===== src/rtl/acfa_cflog_ctrl_pkg.sv =====
// Shared definitions for the ACFA control-flow log controller.
//   state_t          controller states (IDLE, RUN, FLUSH, FINAL, VIOL)
//   ENTRY_WORDS      16-bit words per log entry (src, dest, cnt)
//   log_region_last  last byte address covered by a log of `depth` entries
package acfa_cflog_ctrl_pkg;

    typedef enum logic [2:0] {
        ST_IDLE  = 3'd0,
        ST_RUN   = 3'd1,
        ST_FLUSH = 3'd2,
        ST_FINAL = 3'd3,
        ST_VIOL  = 3'd4
    } state_t;

    localparam int ENTRY_WORDS = 3;

    // Each entry is ENTRY_WORDS words of 2 bytes each.
    function automatic logic [15:0] log_region_last(input logic [15:0] base, input int depth);
        return base + 16'(ENTRY_WORDS * 2 * depth - 1);
    endfunction

endpackage


===== src/rtl/acfa_cflog_range.sv =====
// Inclusive address window check: hit = lo <= addr <= hi.
// Ports:
//   addr  in  16  address under test
//   lo    in  16  window start (inclusive)
//   hi    in  16  window end (inclusive)
//   hit   out 1   address lies inside the window
module acfa_cflog_range (
    input  logic [15:0] addr,
    input  logic [15:0] lo,
    input  logic [15:0] hi,
    output logic        hit
);

    assign hit = (addr >= lo) && (addr <= hi);

endmodule


===== src/rtl/acfa_cflog_ctrl.sv =====
// Control-flow log controller. Records (src,dest) branch pairs taken inside
// the attested region into a ring-buffer log, compressing back-to-back repeats,
// halting the core while the log is flushed, and requesting a core reset on
// any protocol or write-protection violation.
// Ports:
//   clk, puc                      clock, asynchronous active-high reset
//   pc, pc_nxt, cf_valid          current/next PC and non-sequential transfer strobe
//   data_wr, data_addr            CPU data write
//   dma_en, dma_addr              DMA access
//   er_min, er_max                attested region bounds (inclusive)
//   flush_ack                     log consumer finished draining
//   log_wen, log_ptr, log_src,
//   log_dest, log_cnt             entry write port
//   flush_req, cpu_halt           flush handshake / core stall
//   boot, er_done                 region entry / exit pulses
//   reset                         violation reset request (sticky until puc)
module acfa_cflog_ctrl
    import acfa_cflog_ctrl_pkg::*;
#(
    parameter logic [15:0] LOG_BASE      = 16'h0240,
    parameter int          LOG_DEPTH     = 64,
    parameter int          WATERMARK     = LOG_DEPTH - 1,
    parameter bit          LOOP_COMPRESS = 1'b1,
    parameter int          CNT_W         = 16,
    localparam int         PTR_W         = $clog2(LOG_DEPTH)
) (
    input  logic             clk,
    input  logic             puc,
    input  logic [15:0]      pc,
    input  logic [15:0]      pc_nxt,
    input  logic             cf_valid,
    input  logic             data_wr,
    input  logic [15:0]      data_addr,
    input  logic             dma_en,
    input  logic [15:0]      dma_addr,
    input  logic [15:0]      er_min,
    input  logic [15:0]      er_max,
    input  logic             flush_ack,
    output logic             log_wen,
    output logic [PTR_W-1:0] log_ptr,
    output logic [15:0]      log_src,
    output logic [15:0]      log_dest,
    output logic [CNT_W-1:0] log_cnt,
    output logic             flush_req,
    output logic             cpu_halt,
    output logic             boot,
    output logic             er_done,
    output logic             reset
);

    localparam logic [15:0]      LOG_LAST = log_region_last(LOG_BASE, LOG_DEPTH);
    localparam logic [PTR_W-1:0] WM_IDX   = PTR_W'(WATERMARK);

    // Window checks: 0 = pc in ER, 1 = pc_nxt in ER, 2 = CPU write in log, 3 = DMA in log.
    logic [15:0] chk_addr [4];
    logic [15:0] chk_lo   [4];
    logic [15:0] chk_hi   [4];
    logic [3:0]  chk_hit;

    assign chk_addr[0] = pc;
    assign chk_addr[1] = pc_nxt;
    assign chk_addr[2] = data_addr;
    assign chk_addr[3] = dma_addr;

    generate
        for (genvar gi = 0; gi < 4; gi++) begin : g_range
            assign chk_lo[gi] = (gi < 2) ? er_min : LOG_BASE;
            assign chk_hi[gi] = (gi < 2) ? er_max : LOG_LAST;
            acfa_cflog_range u_range (
                .addr (chk_addr[gi]),
                .lo   (chk_lo[gi]),
                .hi   (chk_hi[gi]),
                .hit  (chk_hit[gi])
            );
        end
    endgenerate

    logic pc_in_er, nxt_in_er, prot_viol;
    assign pc_in_er  = chk_hit[0];
    assign nxt_in_er = chk_hit[1];
    assign prot_viol = (data_wr && chk_hit[2]) || (dma_en && chk_hit[3]);

    state_t             state_reg, state_next;
    logic [PTR_W-1:0]   log_ptr_reg;
    logic               first_reg;        // next new entry goes to index 0
    logic [15:0]        log_src_reg, log_dest_reg;  // also serve as the last-pair record
    logic [CNT_W-1:0]   log_cnt_reg;
    logic               log_wen_reg, boot_reg, er_done_reg;
    logic               skid_valid_reg;
    logic [15:0]        skid_src_reg, skid_dest_reg;

    // Event decode
    logic cf_log, entry_ok, entry_bad, exit_ok, exit_bad, ack_flush, skid_overflow;
    assign cf_log        = cf_valid && pc_in_er;
    assign entry_ok      = (state_reg == ST_IDLE) && !pc_in_er && (pc_nxt == er_min);
    assign entry_bad     = (state_reg == ST_IDLE) && !pc_in_er && nxt_in_er && (pc_nxt != er_min);
    assign exit_ok       = (state_reg == ST_RUN) && (pc == er_max) && !nxt_in_er;
    assign exit_bad      = (state_reg == ST_RUN) && pc_in_er && !nxt_in_er && (pc != er_max);
    assign ack_flush     = (state_reg == ST_FLUSH) && flush_ack;
    assign skid_overflow = (state_reg == ST_FLUSH) && cf_log && skid_valid_reg;

    // Entry write decode. On flush_ack the buffered (or simultaneous) event is
    // written straight away at index 0 of the freshly emptied log.
    logic             wr_req, wr_first, wr_compress, wr_full;
    logic [15:0]      wr_src, wr_dest;
    logic [PTR_W-1:0] wr_idx;

    always_comb begin
        wr_req      = ((state_reg == ST_RUN) && cf_log) ||
                      (ack_flush && (skid_valid_reg || cf_log));
        wr_src      = (ack_flush && skid_valid_reg) ? skid_src_reg  : pc;
        wr_dest     = (ack_flush && skid_valid_reg) ? skid_dest_reg : pc_nxt;
        wr_first    = first_reg || ack_flush;
        // A saturated counter starts a fresh entry instead of wrapping.
        wr_compress = LOOP_COMPRESS && !wr_first && (wr_src == log_src_reg) &&
                      (wr_dest == log_dest_reg) && (log_cnt_reg != '1);
        wr_idx      = wr_compress ? log_ptr_reg : (wr_first ? '0 : log_ptr_reg + PTR_W'(1));
        wr_full     = wr_req && (wr_idx == WM_IDX);
    end

    // State register
    always_ff @(posedge clk or posedge puc) begin
        if (puc) state_reg <= ST_IDLE;
        else     state_reg <= state_next;
    end

    // Next-state logic
    always_comb begin
        state_next = state_reg;
        case (state_reg)
            ST_IDLE:  if (entry_bad) state_next = ST_VIOL;
                      else if (entry_ok) state_next = ST_RUN;
            ST_RUN:   if (exit_bad) state_next = ST_VIOL;
                      else if (exit_ok) state_next = ST_FINAL;
                      else if (wr_full) state_next = ST_FLUSH;
            ST_FLUSH: if (skid_overflow) state_next = ST_VIOL;
                      else if (flush_ack) state_next = wr_full ? ST_FLUSH : ST_RUN;
            ST_FINAL: if (flush_ack) state_next = ST_IDLE;
            ST_VIOL:  state_next = ST_VIOL;
            default:  state_next = ST_IDLE;
        endcase
        if (prot_viol) state_next = ST_VIOL;
    end

    // Log datapath, skid buffer and pulse registers
    always_ff @(posedge clk or posedge puc) begin
        if (puc) begin
            log_ptr_reg    <= '0;
            first_reg      <= 1'b1;
            log_src_reg    <= '0;
            log_dest_reg   <= '0;
            log_cnt_reg    <= '0;
            log_wen_reg    <= 1'b0;
            boot_reg       <= 1'b0;
            er_done_reg    <= 1'b0;
            skid_valid_reg <= 1'b0;
            skid_src_reg   <= '0;
            skid_dest_reg  <= '0;
        end else begin
            boot_reg    <= (state_reg == ST_IDLE) && (state_next == ST_RUN);
            er_done_reg <= (state_reg == ST_RUN) && (state_next == ST_FINAL);
            log_wen_reg <= wr_req;
            if (entry_ok) begin
                log_ptr_reg <= '0;
                first_reg   <= 1'b1;
            end
            if (ack_flush) begin
                log_ptr_reg    <= '0;
                first_reg      <= 1'b1;
                log_src_reg    <= '0;
                log_dest_reg   <= '0;
                log_cnt_reg    <= '0;
                skid_valid_reg <= 1'b0;
            end
            if (wr_req) begin
                log_ptr_reg  <= wr_idx;
                first_reg    <= 1'b0;
                log_src_reg  <= wr_src;
                log_dest_reg <= wr_dest;
                log_cnt_reg  <= wr_compress ? log_cnt_reg + CNT_W'(1) : CNT_W'(1);
            end
            if ((state_reg == ST_FLUSH) && cf_log && !skid_valid_reg && !flush_ack) begin
                skid_valid_reg <= 1'b1;
                skid_src_reg   <= pc;
                skid_dest_reg  <= pc_nxt;
            end
        end
    end

    // Outputs
    always_comb begin
        log_wen   = log_wen_reg && (state_reg != ST_VIOL);
        flush_req = (state_reg == ST_FLUSH) || (state_reg == ST_FINAL);
        cpu_halt  = (state_reg == ST_FLUSH);
        reset     = (state_reg == ST_VIOL);
        boot      = boot_reg;
        er_done   = er_done_reg;
        log_ptr   = log_ptr_reg;
        log_src   = log_src_reg;
        log_dest  = log_dest_reg;
        log_cnt   = log_cnt_reg;
    end

endmodule


===== config.mk =====
export PLATFORM = sky130hd
export DESIGN_NAME = acfa_cflog_ctrl
export DESIGN_NICKNAME = d
export VERILOG_FILES = /design/src/rtl/acfa_cflog_ctrl_pkg.sv /design/src/rtl/acfa_cflog_range.sv /design/src/rtl/acfa_cflog_ctrl.sv
export SDC_FILE = /design/constraint.sdc
export NUM_CORES = 1
export LEC_CHECK = 0
export ABC_AREA = 1
export CORE_AREA = 2 2 112 114
export CTS_CLUSTER_SIZE = 40
export DETAILED_ROUTE_END_ITERATION = 6
export DIE_AREA = 0 0 114 116
export DONT_BUFFER_PORTS = 1
export PLACE_DENSITY = 0.85
export REMOVE_ABC_BUFFERS = 1
export SLEW_MARGIN = 20
export SYNTH_ARGS = -nofsm -noshare
export SYNTH_HDL_FRONTEND = slang
export SYNTH_SLANG_ARGS = --single-unit

===== constraint.sdc =====
create_clock -name clk -period 3 [get_ports clk]
set_clock_uncertainty 0.05 [all_clocks]
set_input_delay 0.15 -clock clk [delete_from_list [all_inputs] [get_ports clk]]
set_output_delay 0.15 -clock clk [all_outputs]
set_load 0.005 [all_outputs]

* Yosys cells after proc, flatten, opt, wreduce, memory -nomap -nowiden *
Index checks and enable logic that the tools add are counted.

storage, ports and cells
  flip-flop bits (word level) = 94
  bits of input ports = 102
  logic and storage cells = 110

operators by class
  add/subtract/negate cells = 2
  magnitude comparators = 8
  equal/unequal tests = 15
  multiplexer cells = 28
  reduce and logical (&&, ||, !) cells = 45

operators by type and width
  cell                                                                      count
  16-bit 2-to-1 mux                                                         7
  16-bit equality test                                                      4
  16-bit by 10-bit >= comparator with 1-bit output (second input constant)  2
  16-bit >= comparator                                                      2
  16-bit by 10-bit <= comparator with 1-bit output (second input constant)  2
  16-bit <= comparator                                                      2
  16-bit inequality test                                                    2
  1-bit logical AND                                                         31
  6-bit 2-to-1 mux                                                          5
  3-bit 2-to-1 mux                                                          9
  16-bit by 1-bit adder with 16-bit output (second input constant)          1
  16-bit inequality test (second input constant)                            1
  3-bit one-hot mux with 5 select lines                                     1
  3-bit by 2-bit equality test with 1-bit output (second input constant)    3
  6-bit by 1-bit adder with 6-bit output (second input constant)            1
  3-bit by 1-bit equality test with 1-bit output (second input constant)    2
  6-bit equality test (second input constant)                               1
  1-bit zero test                                                           5
  1-bit logical OR                                                          5
  1-bit 2-to-1 mux                                                          5
  2-bit nonzero test                                                        2
  3-bit equality test (second input constant)                               1
  3-bit zero test                                                           1
  3-bit inequality test (second input constant)                             1
  2 further kinds                                                           2

* Longest topological paths before layout *
Gate-level depths: netlist of the first run.

  depth after elaboration = 18
  depth in mapped cells = 25
  mapped depth without buffers = 25

* By module *
From an unflattened synthesis of the first run, not the netlist that was laid out.

unflattened totals
  cells, all modules = 1367
  area total of the unflattened synthesis = 9322.7 µm²

by module, submodules not included
  module                                     instances  cells an instance  area an instance (µm²)  seq. area each (µm²)
  acfa_cflog_ctrl                            1          807                5893.2                  2353.5
  acfa_cflog_range (g_range[0].u_range ...)  3          140                855.8                   0.0
  acfa_cflog_range (g_range[3].u_range)      1          140                862.1                   0.0

* Worst setup path after synthesis of the first run *
OpenSTA, ideal clock, no wires.

  kind = register -> register
  from = register state_reg[2]
  to = register boot_reg (netlist: boot)
  library setup time = 0.116 ns
  arrival time = 2.288 ns
  data required time = 2.834 ns
  setup slack = 0.546 ns
  stages on the path, launching flop included = 24
  buffers on the path = 1
  period minus slack after synthesis = 2.454 ns
  cell sequence = dfrtp_1 -> inv_2 -> nand3_1 -> nor2_1 -> buf_2 -> nand3b_1 -> nand3_1 -> nand2_1 -> nor2_1 -> nand2_1 -> nor2_1 -> nand2_1 -> nor2_4 -> nand3_1 -> nand2_1 -> nand2_1 -> nor2_1 -> nand2_1 -> nand2_1 -> nand2_1 -> nand2_1 -> nand2_1 -> nand2_1 -> nor2_1

on the way
  longest elaborated chain between the ends = 18
  elaborated cells on any way between the ends = 47
  those cells by class = eq/ne (8); mux (15); reduce/logical (24)

ends and longest elaborated chain
  what                                                         line                                                                   source
  from (decl)                                                  acfa_cflog_ctrl.sv:83                                                  state_t state_reg, state_next;
  from (signal assigned)                                       acfa_cflog_ctrl.sv:124                                                 else state_reg <= state_next;
  3-bit by 2-bit equality test with 1-bit output               acfa_cflog_ctrl.sv:99, acfa_cflog_ctrl.sv:100, acfa_cflog_ctrl.sv:130
  1-bit logical AND                                            acfa_cflog_ctrl.sv:99                                                  assign ack_flush = (state_reg == ST_FLUSH) && flush_ack;
  1-bit logical AND                                            acfa_cflog_ctrl.sv:111, acfa_cflog_ctrl.sv:112
  16-bit 2-to-1 mux                                            acfa_cflog_ctrl.sv:111                                                 wr_src = (ack_flush && skid_valid_reg) ? skid_src_reg : pc;
  16-bit equality test                                         acfa_cflog_ctrl.sv:115                                                 wr_compress = LOOP_COMPRESS && !wr_first && (wr_src == log_src_reg) &&
  1-bit logical AND (2 in series)                              acfa_cflog_ctrl.sv:115
  1-bit logical AND                                            acfa_cflog_ctrl.sv:116                                                 (wr_dest == log_dest_reg) && (log_cnt_reg != '1);
  6-bit 2-to-1 mux                                             acfa_cflog_ctrl.sv:117                                                 wr_idx = wr_compress ? log_ptr_reg : (wr_first ? '0 : log_ptr_reg + PTR_W'(1));
  6-bit equality test                                          acfa_cflog_ctrl.sv:118                                                 wr_full = wr_req && (wr_idx == WM_IDX);
  1-bit logical AND                                            acfa_cflog_ctrl.sv:118
  2-bit 2-to-1 mux / 3-bit 2-to-1 mux (equally long branches)  acfa_cflog_ctrl.sv:137, acfa_cflog_ctrl.sv:135
  3-bit 2-to-1 mux, on equally long branches                   acfa_cflog_ctrl.sv:137, acfa_cflog_ctrl.sv:134
  3-bit 2-to-1 mux, on equally long branches                   acfa_cflog_ctrl.sv:136, acfa_cflog_ctrl.sv:133
  3-bit one-hot mux with 5 select lines                        acfa_cflog_ctrl.sv:130                                                 case (state_reg)
  3-bit 2-to-1 mux                                             acfa_cflog_ctrl.sv:142                                                 if (prot_viol) state_next = ST_VIOL;
  3-bit by 1-bit equality test with 1-bit output               acfa_cflog_ctrl.sv:160                                                 boot_reg <= (state_reg == ST_IDLE) && (state_next == ST_RUN);
  1-bit logical AND (*)                                        acfa_cflog_ctrl.sv:160
  to (signal assigned)                                         acfa_cflog_ctrl.sv:160
  to (decl)                                                    acfa_cflog_ctrl.sv:88                                                  logic log_wen_reg, boot_reg, er_done_reg;

Every way passes the cells marked *; elsewhere a longest branch is shown, timed or not.
A chain may end at the register's enable or synchronous reset.

* Worst setup path after layout of the first run *
  from = register state_reg[0]
  to = register state_reg[0]

on the way
  longest elaborated chain between the ends = 16
  elaborated cells on any way between the ends = 45
  those cells by class = eq/ne (7); mux (15); reduce/logical (23)

ends and longest elaborated chain
  what                                                         line
  3-bit by 2-bit equality test with 1-bit output               acfa_cflog_ctrl.sv:99, acfa_cflog_ctrl.sv:100, acfa_cflog_ctrl.sv:130
  1-bit logical AND                                            acfa_cflog_ctrl.sv:99
  1-bit logical AND                                            acfa_cflog_ctrl.sv:111, acfa_cflog_ctrl.sv:112
  16-bit 2-to-1 mux                                            acfa_cflog_ctrl.sv:111
  16-bit equality test                                         acfa_cflog_ctrl.sv:115
  1-bit logical AND (2 in series)                              acfa_cflog_ctrl.sv:115
  1-bit logical AND                                            acfa_cflog_ctrl.sv:116
  6-bit 2-to-1 mux                                             acfa_cflog_ctrl.sv:117
  6-bit equality test                                          acfa_cflog_ctrl.sv:118
  1-bit logical AND                                            acfa_cflog_ctrl.sv:118
  2-bit 2-to-1 mux / 3-bit 2-to-1 mux (equally long branches)  acfa_cflog_ctrl.sv:137, acfa_cflog_ctrl.sv:135
  3-bit 2-to-1 mux, on equally long branches                   acfa_cflog_ctrl.sv:137, acfa_cflog_ctrl.sv:134
  3-bit 2-to-1 mux, on equally long branches                   acfa_cflog_ctrl.sv:136, acfa_cflog_ctrl.sv:133
  3-bit one-hot mux with 5 select lines (*)                    acfa_cflog_ctrl.sv:130
  3-bit 2-to-1 mux (*)                                         acfa_cflog_ctrl.sv:142
  named net state_next[0]                                      acfa_cflog_ctrl.sv:83

Mark *: on every way through the listed nets, which the timed path passes. The rest lies on a longest branch.

==> results of run 1 <==
==> layer usage <==
layer | part of all wire, % | GRT usage (%)
met4 | 3.0 | 10.1
met5 | 0 | 0
met1 | 40 | 38.6
met2 | 47 | 51.7
met3 | 10 | 8.00
==> placed cells by master (no fill, tap or decap), types with 5 or more instances in the layout <==
cell / count
buf_4: 25
dlygate4sd3_1: 32
nand3_2: 5
o21ai_1: 13
clkbuf_16: 11
nand2_1: 274
dfrtp_1: 91
nor2_1: 63
ha_1: 66
o21ai_0: 64
a21oi_1: 33
xor2_1: 8
nand4_1: 18
nor3_1: 20
nand3b_1: 6
inv_1: 166
mux2_2: 7
o22ai_1: 26
nand3_1: 91
==> through the flow <==
step	cell area, um2	std cells
after floorplan	6910	990
after global placement	7300	1158
after detailed placement	7300	1158
after CTS	7930	1205
after global routing	8090	1214
final	8090	1214
==> power breakdown <==
part / leakage, nW / switching, mW / internal (mW)
clock: 0.151 / 0.502 / 0.709
sequential: 1.13 / 0.285 / 1.48
combinational: 3.05 / 0.669 / 0.440
==> repair_timing <==
item | 4_1_cts | 5_1_grt
hold buffers | 32 | 0
endpoints found under the hold margin | 86 | 0
setup buffers | 0 | 7
setup endpoints to repair | 0 | 19
gates resized for setup | 0 | 18
==> cells by family (layout without fill, tap and decap cells) <==
family,after synthesis,after routing
DFF,94,94
buffers and inverters,199,249
xor gates and xnor gates,10,10
and+or+nand+nor,497,497
adders and majority gates,66,66
muxes,7,7
AOI/OAI and AO/OA,144,144
==> final timing paths <==
path                                       from               end  slack [ns]  cells after the start
worst max-delay path               state_reg[0]      state_reg[0]       -0.02                     23
worst min-delay path                      pc[0]   skid_src_reg[0]        0.01                      2
worst max register to register     state_reg[0]      state_reg[0]       -0.02                     23
worst min register to register  skid_src_reg[7]   skid_src_reg[7]        0.44                      2
max in group asynchronous                   puc   skid_src_reg[8]        1.77                      3
min in group asynchronous                   puc  skid_dest_reg[3]        0.36                      2
==> cell type report <==
cell class | instances | area, um2
inverters | 172 | 652
clock buffers | 12 | 267
well taps | 147 | 184
multi-input cells | 724 | 3970
flip-flops and latches | 94 | 2360
clock inverters | 3 | 42.5
repair buffers | 62 | 618
fillers | 935 | 3820
==> flow_metrics.env, run 1 <==
export IMPL_drv_slew=0
export IMPL_synth_edf_count=0
export IMPL_synthAdderAreaFrac_pct=11.7
export IMPL_core_area_um2=11900
export IMPL_end_kind="flop"
export IMPL_ant_nets=0
export IMPL_max_freq_ghz=0.332
export IMPL_synthArstFlopShare_pct=100
export IMPL_crit_path_top_delay_cell="dfrtp_1"
export IMPL_die_height_um=116
export IMPL_clkTransAtPathRegs_ns=0.07
export IMPL_grt_pass1_vias=6713
export IMPL_yosysMostFrequentCell="nand2_1"
export IMPL_ys_ff_latch=94
export IMPL_dp_slack_ns=0.0737
export IMPL_power_total_mw=4.09
export IMPL_ys_seq_area_share_pct=33.4
export IMPL_worst_pin_slew_ns=0.736
export IMPL_firstDrtPassIters=6
export IMPL_wirelength_mm=20.5
export IMPL_synth_simple_gate_area_share_pct=30.5
export IMPL_areaGrowthSynthToFinish_pct=14.8
export IMPL_synth_flop_cell="dfrtp_1"
export IMPL_cts_tree="built"
export IMPL_grt_max_degree=59
export IMPL_violations="negative setup slack"
export IMPL_nets=1231
export IMPL_critPathLaunchType="flop"
export IMPL_cpPeakStageDelay_ns=0.42
export IMPL_worstSkewPairLatency_ns=0.35
export IMPL_crit_top_cell="nand2_1"
export IMPL_ios=162
export IMPL_wl_per_cell_um=16.9
export IMPL_critPathBufInv=3
export IMPL_finalCritPeriodShare_pct=101
export IMPL_p_per_area_nw_per_um2=505
export IMPL_cts_buffers_inserted=9
export IMPL_diodes=0
export IMPL_die_w_um=114
export IMPL_ys_warn_count=0
export IMPL_period_minus_slack_ns=3.02
export IMPL_setup_violations=2
export IMPL_synth_top_cell_by_area="dfrtp_1"
export IMPL_htreeDepth=3
export IMPL_antenna_found_initial=0
export IMPL_synth_top_area_share_pct=33.0
export IMPL_synth_avg_cell_area_um2=6.93
export IMPL_synth_compound_area_share_pct=11.0
export IMPL_cp_data_required_time_ns=3.19
export IMPL_gp_congestion=0.892
export IMPL_synth_top_cells_by_count="277 x nand2_1, 167 x inv_1, 96 x nand3_1"
export IMPL_leakagePower_nw=4.33
export IMPL_cts_buffer_depth=2
export IMPL_holdWs_ns=0.0139
export IMPL_start_util_pct=59.1
export IMPL_worstSetupPathType="flop to flop"
export IMPL_track_usage_pct=30.6
export IMPL_vias=7031
export IMPL_hold_class="input port to flop"
export IMPL_crit_family="simple AND/OR/NAND/NOR gates"
export IMPL_vias_per_cell=5.79
export IMPL_fp_row_count=40
export IMPL_ys_types=39
export IMPL_synth_area_um2=7050
export IMPL_grt_pass1_wl_mm=32.2
export IMPL_synth_area_leaders="dfrtp_1 33%, nand2_1 15%, ha_1 12%"
export IMPL_status="finished, violations left"
export IMPL_synth_top_family_by_area="simple AND/OR/NAND/NOR gates"
export IMPL_rsz0062_at_grt="yes"
export IMPL_dp_hpwl_mm=14.4
export IMPL_synthXorXnorAreaFrac_pct=1.24
export IMPL_fin_setup_tns_ns=-0.0274
export IMPL_drv_cap=0
export IMPL_utilization_pct=67.9
export IMPL_worst_slew_margin_rel_pct=51.0
export IMPL_dieArea_um2=13200
export IMPL_synth_mux_area_share_pct=1.12
export IMPL_drt_iter0_drc=696
export IMPL_crit_path_max_fanout=6
export IMPL_synthCells=1017
export IMPL_hold_violations=0
export IMPL_drive_gt1_share_pct=7.50
export IMPL_grt_overflow_total=0
export IMPL_critical_path_arrival_ns=3.21
export IMPL_drc=0
export IMPL_worst_slack_ns=-0.0151
export IMPL_clock_sinks=94
export IMPL_cts_root_buf="clkbuf_16"
export IMPL_numPortBuffers=0
export IMPL_ir_worst_vdd_mv=0.314
export IMPL_cp_cell_sequence="inv_2 -> nand3_4 -> nor2_4 -> buf_12 -> nand3b_1 -> nand3_1 -> nand2_1 -> nor2_1 -> nand2_1 -> nor2_1 -> nand2_1 -> nor2_4 -> nand3_2 -> nand2_2 -> nand2_2 -> nor2_1 -> nand2_1 -> nand2_1 -> nand2_1 -> nand2_1 -> nand2_1 -> nand2_1 -> inv_1"
Power figures use the tool's default switching activity.
==> inputs of run 2 (changes only) <==
--- a/config.mk
+++ b/config.mk
@@ -5,13 +5,13 @@
 export SDC_FILE = /design/constraint.sdc
 export NUM_CORES = 1
 export LEC_CHECK = 0
-export ABC_AREA = 1
-export CORE_AREA = 2 2 112 114
+export CORE_AREA = 2 2 110 112
 export CTS_CLUSTER_SIZE = 40
 export DETAILED_ROUTE_END_ITERATION = 6
-export DIE_AREA = 0 0 114 116
+export DIE_AREA = 0 0 112 114
 export DONT_BUFFER_PORTS = 1
-export PLACE_DENSITY = 0.85
+export PLACE_DENSITY = 0.86
+export RECOVER_POWER = 50
 export REMOVE_ABC_BUFFERS = 1
 export SLEW_MARGIN = 20
 export SYNTH_ARGS = -nofsm -noshare
==> flow_metrics.env, run 2 <==
export IMPL_status="finished, violations left"
export IMPL_violations="design-rule violations, max-capacitance violations, max-slew violations"
export IMPL_synth_avg_cell_area_um2=9.35
export IMPL_p_per_area_nw_per_um2=373
export IMPL_setup_violations=0
export IMPL_final_fill_count=907
export IMPL_dp_cells=884
export IMPL_synth_edf_count=0
export IMPL_start_util_pct=58.3
export IMPL_fp_row_count=40
export IMPL_cts_buffers_inserted=9
export IMPL_worst_slack_ns=0.0817
export IMPL_grt_max_degree=49
export IMPL_leakagePower_nw=3.96
export IMPL_vias_per_cell=7.02
export IMPL_wirelength_mm=22.6
export IMPL_ios=162
export IMPL_layout_cells_non_filler=936
export IMPL_dp_hpwl_mm=16.4
export IMPL_synth_top_area_share_pct=34.1
export IMPL_cp_cell_sequence="nand4bb_1 -> buf_6 -> nor2_4 -> buf_4 -> nor3_1 -> nand4_1 -> a2111oi_4 -> nand4_2 -> buf_12 -> o21ai_0 -> a21o_1"
export IMPL_ys_ff_latch=94
export IMPL_cts_buffer_depth=2
export IMPL_track_usage_pct=35.3
export IMPL_areaGrowthSynthToFinish_pct=14.7
export IMPL_crit_path_max_fanout=22
export IMPL_dp_slack_ns=0.0488
export IMPL_seqCellArea_um2=2360
export IMPL_ir_worst_vdd_mv=0.575
export IMPL_cts_root_buf="clkbuf_16"
export IMPL_critPathLaunchType="flop"
export IMPL_drv_cap=1
export IMPL_end_kind="flop"
export IMPL_die_height_um=114
export IMPL_drt_iter0_drc=957
export IMPL_grt_pass1_vias=6509
export IMPL_clkTransAtPathRegs_ns=0.07
export IMPL_synthCells=730
export IMPL_synth_area_um2=6830
export IMPL_grt_pass1_wl_mm=34.9
export IMPL_dieArea_um2=12800
export IMPL_antenna_found_initial=1
export IMPL_nets=951
export IMPL_clock_sinks=94
export IMPL_drive_gt1_share_pct=12.3
export IMPL_holdWs_ns=0.109
export IMPL_synthArstFlopShare_pct=100
export IMPL_firstDrtPassIters=7
export IMPL_vias=6572
export IMPL_synth_area_leaders="dfrtp_1 34%, ha_1 12%, inv_1 5.3%"
export IMPL_ys_seq_area_share_pct=34.5
export IMPL_ant_nets=0
export IMPL_hold_class="input port to flop"
export IMPL_fin_setup_tns_ns=0
export IMPL_synth_top_cells_by_count="97 x inv_1, 93 x dfrtp_1, 66 x ha_1"
export IMPL_worstSetupPathType="flop to flop"
export IMPL_synth_top_cell_by_area="dfrtp_1"
export IMPL_ys_warn_count=0
export IMPL_rsz0062_at_grt="no"
export IMPL_layout_common_cells="97 x inv_1, 91 x dfrtp_1, 66 x ha_1"
export IMPL_worstSkewPairLatency_ns=0.37
export IMPL_final_common_cell="inv_1"
export IMPL_worst_pin_slew_ns=1.90
export IMPL_yosysMostFrequentCell="inv_1"
export IMPL_die_w_um=112
export IMPL_wl_per_cell_um=24.1
export IMPL_cp_data_required_time_ns=3.25
export IMPL_multiInputGateArea_um2=3990
export IMPL_cpPeakStageDelay_ns=0.50
export IMPL_grt_overflow_total=0
export IMPL_core_area_um2=11700
export IMPL_cts_tree="built"
export IMPL_power_total_mw=2.92
export IMPL_gp_congestion=0.933
export IMPL_synth_flop_cell="dfrtp_1"
export IMPL_numPortBuffers=0
export IMPL_htreeDepth=3
export IMPL_crit_path_top_delay_cell="a2111oi_4"
export IMPL_critical_path_arrival_ns=3.16
export IMPL_drc=11
export IMPL_finalCritPeriodShare_pct=97.3
export IMPL_ys_types=72
export IMPL_max_freq_ghz=0.343
export IMPL_worst_slew_margin_rel_pct=-27.1
export IMPL_hold_violations=0
export IMPL_drv_slew=49
export IMPL_period_minus_slack_ns=2.92
## run 2: changes by cell type after synthesis, sizes merged, moves of 23 or more
cell	delta
inv	-73
nand2	-252
nand3	-65
a222oi	+29
mux2	+23
o21ai	-41
nor2	-48
## run 2: metal layers
layer / track usage (%) / up-vias / wire, um
li1: - / 2870 / -
met3: 12.3 / 111 / 2560
met1: 41.7 / 3107 / 8280
met4: 17.2 / 0 / 1310
met5: 0 / - / 0
met2: 57.7 / 484 / 10400
## run 2: path summary, 6_finish.rpt
path                                        from                end  slack, ns  cells past startpoint
worst max-delay path                state_reg[1]         log_cnt[3]       0.08                     11
worst min-delay path                   pc_nxt[5]        log_dest[5]       0.11                      3
worst max register to register      state_reg[1]         log_cnt[3]       0.08                     11
worst min register to register  skid_src_reg[12]        log_src[12]       0.46                      2
max in group asynchronous                    puc       state_reg[1]       0.58                      3
min in group asynchronous                    puc  skid_dest_reg[13]       0.80                      2
## run 2: layout make-up
| type | count | area share (%) |
|---|---|---|
| clock inverter | 6 | 0.878 |
| sequential | 94 | 30.1 |
| timing repair buffer | 69 | 8.10 |
| antenna | 1 | 0.0319 |
| multi-input combinational | 510 | 50.9 |
| inverter | 99 | 4.76 |
| clock buffer | 10 | 2.92 |
| tap | 147 | 2.35 |
## run 2: cell families (layout without fill, tap and decap cells)
logic type	count (synthesis)	count (layout)	synth area share, %
and+or+nand+nor	195	195	16.1
AOI/OAI and AO/OA	194	194	21.5
buffers and inverters	126	184	7.51
DFF	94	94	34.5
adders and majority gates	66	66	12.1
muxes	38	38	6.12
xor gates and xnor gates	17	17	2.18
other	0	1	0
## run 2: through the flow
step / util (%) / area (um2)
2_1_floorplan: - / 6690
4_1_cts: 66.7 / 7810
3_5_place_dp: 61.3 / 7180
6_report: 66.9 / 7830
5_1_grt: 66.9 / 7830
3_3_place_gp: 61.3 / 7180
## run 2: critical path: cells and delay by family, from the launching register on
family	cells	cell delay, ns
and+or+nand+nor	5	0.89
AOI/OAI and AO/OA	3	0.88
buffers and inverters	3	0.56
DFF	1	0.46
## run 2: where the power goes
part / switching [mW] / internal, mW
logic: 0.236 / 0.180
registers: 0.0244 / 1.29
clock network: 0.545 / 0.653
## run 2: timing repair
action / in CTS / in global routing
hold buffers: 33 / 0
setup buffers: 0 / 2
hold endpoints to repair: 108 / 0
resized for setup: 0 / 11
endpoints found under the setup margin: 0 / 19
==> inputs of run 3 (changes only) <==
==> constraint.sdc (replaced) <==
create_clock -name clk -period 3 [get_ports clk]
set_clock_uncertainty 0.05 [all_clocks]
set_input_delay 0.3 -clock clk [delete_from_list [all_inputs] [get_ports clk]]
set_output_delay 0.3 -clock clk [all_outputs]
set_load 0.005 [all_outputs]
==> flow_metrics.env, run 3 (synthesis results as in run 2) <==
export IMPL_critPathLaunchType="flop"
export IMPL_cp_data_required_time_ns=3.19
export IMPL_grt_pass1_wl_mm=33.5
export IMPL_end_kind="flop"
export IMPL_drt_iter0_drc=784
export IMPL_critical_path_arrival_ns=3.07
export IMPL_crit_path_max_fanout=10
export IMPL_regToRegEndpoint="state_reg[0]"
export IMPL_numPortBuffers=0
export IMPL_worstSetupPathType="flop to flop"
export IMPL_fp_row_count=40
export IMPL_setup_violations=0
export IMPL_clock_sinks=94
export IMPL_whs_endpoint="log_src[10]"
export IMPL_cts_buffers_inserted=9
export IMPL_dieArea_um2=12800
export IMPL_firstDrtPassIters=7
export IMPL_layout_common_cells="97 x inv_1, 93 x dfrtp_1, 66 x ha_1"
export IMPL_dp_hpwl_mm=16.3
export IMPL_layout_cells_non_filler=915
export IMPL_status="finished, violations left"
export IMPL_p_per_area_nw_per_um2=384
export IMPL_core_area_um2=11700
export IMPL_start_util_pct=58.3
export IMPL_areaGrowthSynthToFinish_pct=11.8
export IMPL_worst_pin_slew_ns=1.91
export IMPL_clkTransAtPathRegs_ns=0.07
export IMPL_hold_class="input port to flop"
export IMPL_rr_startpoint="state_reg[2]"
export IMPL_ios=162
export IMPL_cp_startpoint="state_reg[2]"
export IMPL_rrSetupSlack_ns=0.11
export IMPL_vias_per_cell=6.98
export IMPL_final_common_cell="inv_1"
export IMPL_max_freq_ghz=0.346
export IMPL_wl_per_cell_um=23.3
export IMPL_ir_worst_vdd_mv=0.419
export IMPL_ant_nets=0
export IMPL_grt_pass1_vias=6342
export IMPL_nets=931
export IMPL_grt_max_degree=48
export IMPL_diodes=0
export IMPL_cts_root_buf="clkbuf_16"
export IMPL_cts_tree="built"
export IMPL_drc=11
export IMPL_drv_slew=48
export IMPL_gp_congestion=0.955
export IMPL_leakagePower_nw=3.90
export IMPL_violations="design-rule violations, max-capacitance violations, max-slew violations"
export IMPL_r2r_cells=9
export IMPL_drv_cap=1
export IMPL_period_minus_slack_ns=2.89
export IMPL_dp_cells=894
export IMPL_cts_buffer_depth=2
export IMPL_utilization_pct=65.2
export IMPL_track_usage_pct=33.7
export IMPL_finalCritPeriodShare_pct=96.2
export IMPL_drive_gt1_share_pct=14.3
export IMPL_htreeDepth=3
export IMPL_vias=6384
export IMPL_min_from="pc[10]"
export IMPL_worst_slew_margin_rel_pct=-27.4
export IMPL_hold_violations=0
export IMPL_wirelength_mm=21.3
export IMPL_grt_overflow_total=0
export IMPL_holdPathStages=2
export IMPL_power_total_mw=2.93
export IMPL_antenna_found_initial=0
export IMPL_die_height_um=114
export IMPL_fin_setup_tns_ns=0
export IMPL_worstSkewPairLatency_ns=0.36
export IMPL_die_w_um=112
## run 3: cell types whose count changed in the layout (fill, tap and decap cells not counted), sizes merged
cell	change
diode	-1
dlygate4sd3	-32
clkbuf	-3
buf	+14
inv	+1
## run 3: worst max-delay path, cell delays in order, from the launching register on
cell,delay (ns)
dfrtp_1,0.43
nand4bb_2,0.33
buf_12,0.20
nor2_4,0.20
a21oi_1,0.14
a2111oi_2,0.36
and4bb_2,0.34
and3_1,0.25
mux2i_1,0.13
o41a_1,0.33
## run 3: area by class of cell
type | count | area (um2)
Tap cell | 147 | 184
Multi-Input combinational cell | 510 | 3990
Fill cell | 941 | 4080
Clock buffer | 9 | 225
Timing Repair Buffer | 49 | 419
Inverter | 99 | 373
Sequential cell | 94 | 2350
Clock inverter | 7 | 91.3
## run 3: timing repair
action | CTS | global route
setup buffers | 3 | 1
gates resized for setup | 1 | 9
hold buffers | 1 | 0
endpoints found under the setup margin | 4 | 22
endpoints found under the hold margin | 44 | 0
pin swaps | 1 | 3
## run 3: how the worst max path moves through the flow
stage | end | slack [ns]
2_1_floorplan | log_cnt[15] | -0.23
3_5_place_dp | log_ptr[0] | -0.16
5_1_grt | state_reg[1] | -0.02
3_3_place_gp | log_ptr[0] | -0.20
6_report | state_reg[0] | 0.11
4_1_cts | state_reg[0] | 0.04
## run 3: power breakdown
part	internal, mW	total [mW]	switching (mW)	leakage [nW]
clock network	0.667	1.23	0.565	0.151
logic	0.170	0.393	0.223	2.47
registers	1.29	1.31	0.0216	1.28
total	2.12	2.93	0.810	3.90
## run 3: layer usage
layer	up-vias	global-route usage [%]	routed length (um)	share of wire, %
li1	2824	-	-	-
met1	3032	40.2	7980	37
met5	-	0	0	0
met3	93	10.7	2460	12
met4	0	15.6	1050	4.9
met2	435	55.9	9850	46
## run 3: per-stage QoR
step	hold WS (ns)	cell area [um2]	setup slack (ns)
after floorplan	0.384	6690	-0.232
after global placement	0.236	7270	-0.200
after detailed placement	0.242	7270	-0.165
after CTS	0.0313	7620	0.0365
after global routing	0.0284	7640	-0.0166
final	0.0351	7640	0.113
